===== config.mk =====
export PLATFORM = sky130hd
export DESIGN_NAME = operand_read_unit
export DESIGN_NICKNAME = d
export VERILOG_FILES = /design/src/rtl/proc_pkg.sv /design/src/rtl/rd_lat_counter.sv /design/src/rtl/operand_read_unit.sv
export SDC_FILE = /design/constraint.sdc
export NUM_CORES = 1
export LEC_CHECK = 0
export BUFFER_PORTS_ARGS = -buffer_cell sky130_fd_sc_hd__buf_2
export CAP_MARGIN = 20
export CELL_PAD_IN_SITES_DETAIL_PLACEMENT = 1
export CELL_PAD_IN_SITES_GLOBAL_PLACEMENT = 2
export CORE_MARGIN = 2
export CORE_UTILIZATION = 22
export DETAILED_ROUTE_END_ITERATION = 8
export HOLD_SLACK_MARGIN = 0.15
export PLACE_DENSITY_LB_ADDON = 0.1
export SLEW_MARGIN = 20
export SYNTH_ARGS = -nofsm -noshare
export SYNTH_HDL_FRONTEND = slang
export SYNTH_SLANG_ARGS = --single-unit

===== constraint.sdc =====
create_clock -name clk -period 1.7 [get_ports clk]
set_input_delay 0.085 -clock clk [delete_from_list [all_inputs] [get_ports clk]]
set_output_delay 0.085 -clock clk [all_outputs]
set_load 0.005 [all_outputs]

===== src/rtl/proc_pkg.sv =====
// Shared definitions for the 16-bit Harvard datapath: widths, FSM state
// encoding and the memory-latency counter width.
package proc_pkg;

  localparam int DATA_W     = 16;
  localparam int REG_ADDR_W = 5;
  localparam int MEM_ADDR_W = 16;
  localparam int LAT_CNT_W  = 4;

  typedef enum logic [2:0] {
    IDLE      = 3'd0,
    REG_RD    = 3'd1,
    MEM_ISSUE = 3'd2,
    MEM_WAIT  = 3'd3,
    RESP      = 3'd4
  } state_t;

endpackage


===== src/rtl/rd_lat_counter.sv =====
// Loadable up-counter that flags when the data-memory read latency has elapsed.
module rd_lat_counter
  import proc_pkg::*;
#(
  parameter int MEM_LAT = 1
) (
  input  logic clk,
  input  logic reset,
  input  logic load,
  input  logic inc,
  output logic done
);

  localparam logic [LAT_CNT_W-1:0] TERMINAL = LAT_CNT_W'(MEM_LAT);

  logic [LAT_CNT_W-1:0] lat_cnt;

  // Loads to 1 on the strobe cycle so the count equals cycles since the strobe.
  always_ff @(posedge clk) begin
    if (reset) begin
      lat_cnt <= '0;
    end else if (load) begin
      lat_cnt <= LAT_CNT_W'(1);
    end else if (inc) begin
      lat_cnt <= lat_cnt + 1'b1;
    end
  end

  assign done = (lat_cnt == TERMINAL);

endmodule


===== src/rtl/operand_read_unit.sv =====
// Operand read unit: register-pair reads and data-memory loads over valid/ready.
// Optional same-cycle write-back forwarding is enabled by OPERAND_READ_BYPASS_EN.
module operand_read_unit
  import proc_pkg::*;
#(
  parameter int MEM_LAT = 1
) (
  input  logic                  clk,
  input  logic                  reset,
  input  logic                  req_valid,
  output logic                  req_ready,
  input  logic                  req_is_mem,
  input  logic [REG_ADDR_W-1:0] req_reg_a,
  input  logic [REG_ADDR_W-1:0] req_reg_b,
  input  logic [MEM_ADDR_W-1:0] req_mem_addr,
  output logic [REG_ADDR_W-1:0] rf_rd_addr_a,
  output logic [REG_ADDR_W-1:0] rf_rd_addr_b,
  input  logic [DATA_W-1:0]     rf_rd_data_a,
  input  logic [DATA_W-1:0]     rf_rd_data_b,
`ifdef OPERAND_READ_BYPASS_EN
  input  logic                  wb_reg_write,
  input  logic [REG_ADDR_W-1:0] wb_write_dest,
  input  logic [DATA_W-1:0]     wb_write_data,
`endif
  output logic                  dm_rd_en,
  output logic [MEM_ADDR_W-1:0] dm_rd_addr,
  input  logic [DATA_W-1:0]     dm_rd_data,
  output logic                  resp_valid,
  input  logic                  resp_ready,
  output logic [DATA_W-1:0]     resp_data_a,
  output logic [DATA_W-1:0]     resp_data_b,
  output logic                  resp_is_mem
);

  if (MEM_LAT < 1 || MEM_LAT > 15) begin : g_bad_mem_lat
    $error("operand_read_unit: MEM_LAT must be in 1..15");
  end

  state_t state, state_nxt;

  logic [REG_ADDR_W-1:0] reg_a_p0, reg_b_p0;
  logic [MEM_ADDR_W-1:0] addr_p0;
  logic                  is_mem_p0;
  logic [DATA_W-1:0]     data_a_p1, data_b_p1;
  logic [DATA_W-1:0]     opnd_a, opnd_b;
  logic                  accept;
  logic                  cnt_load, cnt_inc, lat_done;

  rd_lat_counter #(
    .MEM_LAT (MEM_LAT)
  ) u_lat (
    .clk   (clk),
    .reset (reset),
    .load  (cnt_load),
    .inc   (cnt_inc),
    .done  (lat_done)
  );

`ifdef OPERAND_READ_BYPASS_EN
  function automatic logic [DATA_W-1:0] pick_operand(
    input logic [DATA_W-1:0]     rf_data,
    input logic [REG_ADDR_W-1:0] src,
    input logic                  we,
    input logic [REG_ADDR_W-1:0] dest,
    input logic [DATA_W-1:0]     wdata
  );
    return (we && (dest == src)) ? wdata : rf_data;
  endfunction

  assign opnd_a = pick_operand(rf_rd_data_a, reg_a_p0, wb_reg_write, wb_write_dest, wb_write_data);
  assign opnd_b = pick_operand(rf_rd_data_b, reg_b_p0, wb_reg_write, wb_write_dest, wb_write_data);
`else
  assign opnd_a = rf_rd_data_a;
  assign opnd_b = rf_rd_data_b;
`endif

  assign req_ready = (state == IDLE);
  assign accept    = req_valid && req_ready;

  always_comb begin
    state_nxt = state;
    cnt_load  = 1'b0;
    cnt_inc   = 1'b0;
    unique case (state)
      IDLE: begin
        if (req_valid) state_nxt = req_is_mem ? MEM_ISSUE : REG_RD;
      end
      REG_RD: state_nxt = RESP;
      MEM_ISSUE: begin
        cnt_load  = 1'b1;
        state_nxt = MEM_WAIT;
      end
      MEM_WAIT: begin
        if (lat_done) state_nxt = RESP;
        else          cnt_inc   = 1'b1;
      end
      RESP: begin
        if (resp_ready) state_nxt = IDLE;
      end
      default: state_nxt = IDLE;
    endcase
  end

  // Stage p0: request fields latched on accept; they drive the read ports.
  always_ff @(posedge clk) begin
    if (reset) begin
      state     <= IDLE;
      reg_a_p0  <= '0;
      reg_b_p0  <= '0;
      addr_p0   <= '0;
      is_mem_p0 <= 1'b0;
    end else begin
      state <= state_nxt;
      if (accept) begin
        reg_a_p0  <= req_reg_a;
        reg_b_p0  <= req_reg_b;
        addr_p0   <= req_mem_addr;
        is_mem_p0 <= req_is_mem;
      end
    end
  end

  // Stage p1: response data captured from the register file or the memory.
  always_ff @(posedge clk) begin
    if (reset) begin
      data_a_p1 <= '0;
      data_b_p1 <= '0;
    end else if (state == REG_RD) begin
      data_a_p1 <= opnd_a;
      data_b_p1 <= opnd_b;
    end else if (state == MEM_WAIT && lat_done) begin
      data_a_p1 <= dm_rd_data;
      data_b_p1 <= '0;
    end
  end

  assign rf_rd_addr_a = reg_a_p0;
  assign rf_rd_addr_b = reg_b_p0;
  assign dm_rd_addr   = addr_p0;
  assign dm_rd_en     = (state == MEM_ISSUE);
  assign resp_valid   = (state == RESP);
  assign resp_data_a  = data_a_p1;
  assign resp_data_b  = data_b_p1;
  assign resp_is_mem  = is_mem_p0;

endmodule


==> flow_metrics.env <==
export IMPL_rows=41
export IMPL_via_count=3167
export IMPL_dr_pass1_iters=4
export IMPL_power_total_mw=4.64
export IMPL_fillCellCount=1499
export IMPL_ant_nets=0
export IMPL_ir_drop_mv=0.414
export IMPL_layout_drive_gt1_share_pct=35.4
export IMPL_grt_pass1_wl_um=15800
export IMPL_worstMarginPinSlew_ns=0.513
export IMPL_cts_buffers=9
export IMPL_start_util_pct=22.4
export IMPL_fin_crit_sh_pct=93.0
export IMPL_slowest_stage="or3b_1"
export IMPL_fin_cells=697
export IMPL_ys_warnings_count=0
export IMPL_synth_top_area_cell="dfxtp_1"
export IMPL_wirelength_um=10400
export IMPL_async_reset_ff_share_pct=0
export IMPL_synth_edf_count=0
export IMPL_final_setup_skew_ns=0.00239
export IMPL_critPathRequiredTime_ns=1.92
export IMPL_netlist_top_cells_area="dfxtp_1 47%, a21oi_1 8.0%, nand2_1 7.6%"
export IMPL_cts_tree="yes"
export IMPL_path_max_fanout=17
export IMPL_gr_total_overflow=0
export IMPL_yosys_most_used_dff="dfxtp_1"
export IMPL_post_cts_buffers=0
export IMPL_final_area_um2=4700
export IMPL_syn_nets=402
export IMPL_crit_buf_inv=2
export IMPL_slew_violations=0
export IMPL_r2r_end="resp_data_b[5]"
export IMPL_reg2reg_slack_ns=0.12
export IMPL_worst_slack_ns=0.119
export IMPL_num_nets_final=602
export IMPL_power_density_nw_per_um2=987
export IMPL_critPathLaunch="u_lat.lat_cnt[1]"
export IMPL_drc=0
export IMPL_max_cap_viol_count=0
export IMPL_fmax_mhz=632
export IMPL_fin_crit_ns=1.58
export IMPL_pin_count=141
export IMPL_core_area_um2=12600
export IMPL_rsz0062_at_grt="false"
export IMPL_antenna_found_initial=0
export IMPL_dr_first_iter_drc_count=153
export IMPL_die_width_um=117
export IMPL_clkLatencyLatePin_ns=0.32
export IMPL_cp_depth=6
export IMPL_yosysSeqAreaShare_pct=47.0
export IMPL_place_area_um2=3790
export IMPL_synth_cell_types=34
export IMPL_setup_tns_final_ns=0
export IMPL_grt_pass1_vias=3177
export IMPL_syn_inst=321
export IMPL_portBuffers=140
export IMPL_detailed_place_hpwl_um=6780
export IMPL_place_ws_ns=0.119
export IMPL_via_per_inst=4.54
export IMPL_cp_arrival_ns=1.80
export IMPL_synth_area_um2=2810
export IMPL_dieArea_um2=13700
export IMPL_syn2layout_area_growth_pct=67.1
export IMPL_grt_max_degree=38
export IMPL_crit_path_end="resp_data_b[5]"
export IMPL_hold_path_class="in2reg"
export IMPL_htreeDepth=3
export IMPL_synth_area_per_cell_um2=8.76
export IMPL_worst_r2r_startpoint="u_lat.lat_cnt[1]"
export IMPL_synth_top_area_share_pct=47.0
export IMPL_place_congestion=0.694
export IMPL_synth_most_common_cell="dfxtp_1"
export IMPL_antennaDiodeCount=0
export IMPL_fp_dieH_um=117
export IMPL_cts_root_buffer="clkbuf_16"
export IMPL_dp_cells=622
export IMPL_leakagePower_nw=2.03
export IMPL_outcome="complete, no violations"
export IMPL_finalSetupViolCount=0
export IMPL_synthTopCellsByCount="66 x dfxtp_1, 57 x nand2_1, 45 x a21oi_1, 35 x nand3_1, 18 x a31oi_1"
export IMPL_synth_seq_cells=66
export IMPL_critPathMaxStageDelay_ns=0.37
export IMPL_worst_r2r_cell_count=6
export IMPL_clock_path_buffers=2
export IMPL_start_kind="flop"
export IMPL_critical_path_class="reg2reg"
export IMPL_crit_family="compound AO/OA/AOI/OAI gates"
export IMPL_worstSetupEndpointType="flop"
export IMPL_hold_viol=0
export IMPL_path_cells="inv_2 -> ha_4 -> or3b_1 -> a21o_1 -> buf_12 -> a32o_1"
export IMPL_wl_per_cell_um=14.9
export IMPL_clk_pin_slew_ns=0.05
export IMPL_grtUsageTotal_pct=15.0
export IMPL_cts_sinks=66
export IMPL_relSlewSlack_pct=65.7
## area by class of cell
cell class	instances	area (um2)	share of cell area [%]
Timing Repair Buffer	222	1520	32.3
Sequential cell	66	1330	28.2
Multi-Input combinational cell	219	1320	28.2
Clock buffer	13	270	5.75
Tap cell	172	215	4.58
Clock inverter	2	35.0	0.746
Inverter	3	11.3	0.240
## kinds of logic (layout without fill, tap and decap cells)
| family | count (synthesis) | in the layout | synth area share, % |
|---|---|---|---|
| simple gates | 128 | 128 | 24.9 |
| compound gates | 88 | 88 | 19.9 |
| flops | 66 | 66 | 47.0 |
| buf+inv | 36 | 240 | 6.90 |
| fa+ha+maj | 2 | 2 | 0.890 |
| mux | 1 | 1 | 0.401 |
## registers in the layout (all words and copies together), names as in the netlist
signal / flops
resp_data_a: 16
rf_rd_addr_a: 5
rf_rd_addr_b: 5
resp_data_b: 16
state: 3
resp_is_mem: 1
dm_rd_addr: 16
u_lat.lat_cnt: 4
## worst register-to-register path, cell delays in order (launching register included)
cell     delay (ns)
dfxtp_2        0.32
inv_2          0.06
ha_4           0.12
or3b_1         0.37
a21o_1         0.20
buf_12         0.15
a32o_1         0.25
## cells in the final DEF, fill, tap and decap left out, drive strengths merged, types with 13 or more instances in the layout
| master | netlist | routed |
|---|---|---|
| a31oi | 18 | 18 |
| buf | 16 | 162 |
| clkbuf | 17 | 13 |
| nand3 | 35 | 35 |
| dfxtp | 66 | 66 |
| a32o | 16 | 16 |
| dlygate4sd3 | 0 | 60 |
| nand2 | 57 | 57 |
| a21oi | 45 | 45 |
| nor4bb | 16 | 16 |
## metal layers
| metal | vias to the layer above | track usage (%) | wire length [um] | part of all wire, % |
|---|---|---|---|---|
| met5 | - | 0 | 0 | 0 |
| met2 | 94 | 25.6 | 4990 | 48 |
| li1 | 1569 | - | - | - |
| met3 | 16 | 3.04 | 546 | 5.2 |
| met1 | 1488 | 18.2 | 4650 | 45 |
| met4 | 0 | 6.51 | 228 | 2.2 |
## through the flow
| stage | hold slack, ns | utilization (%) |
|---|---|---|
| after floorplan | 0.211 | - |
| after global placement | 0.296 | 30.1 |
| after detailed placement | 0.300 | 30.1 |
| after CTS | 0.177 | 37.3 |
| after global routing | 0.206 | 37.4 |
| final | 0.178 | 37.4 |
## how the worst min path moves through the flow
stage	startpoint	to	slack, ns	depth (start not counted)
final	reset	rf_rd_addr_a[4]	0.18	2
after global routing	reset	dm_rd_addr[5]	0.21	2
after CTS	reset	rf_rd_addr_a[4]	0.18	2
after detailed placement	rf_rd_data_b[13]	resp_data_b[13]	0.30	2
after global placement	rf_rd_data_b[8]	resp_data_b[8]	0.30	2
after floorplan	rf_rd_data_b[0]	resp_data_b[0]	0.21	1
## what timing repair did
action | 4_1_cts | 5_1_grt
endpoints found under the hold margin | 62 | 0
endpoints found under the setup margin | 0 | 2
gates resized for setup | 0 | 2
hold buffers | 60 | 0
## report_power, final
part | total, mW | internal (mW) | switching [mW]
clock network | 1.91 | 1.25 | 0.662
logic | 0.971 | 0.483 | 0.488
registers | 1.76 | 1.68 | 0.0770
total | 4.64 | 3.41 | 1.23
Power figures use the tool's default switching activity.
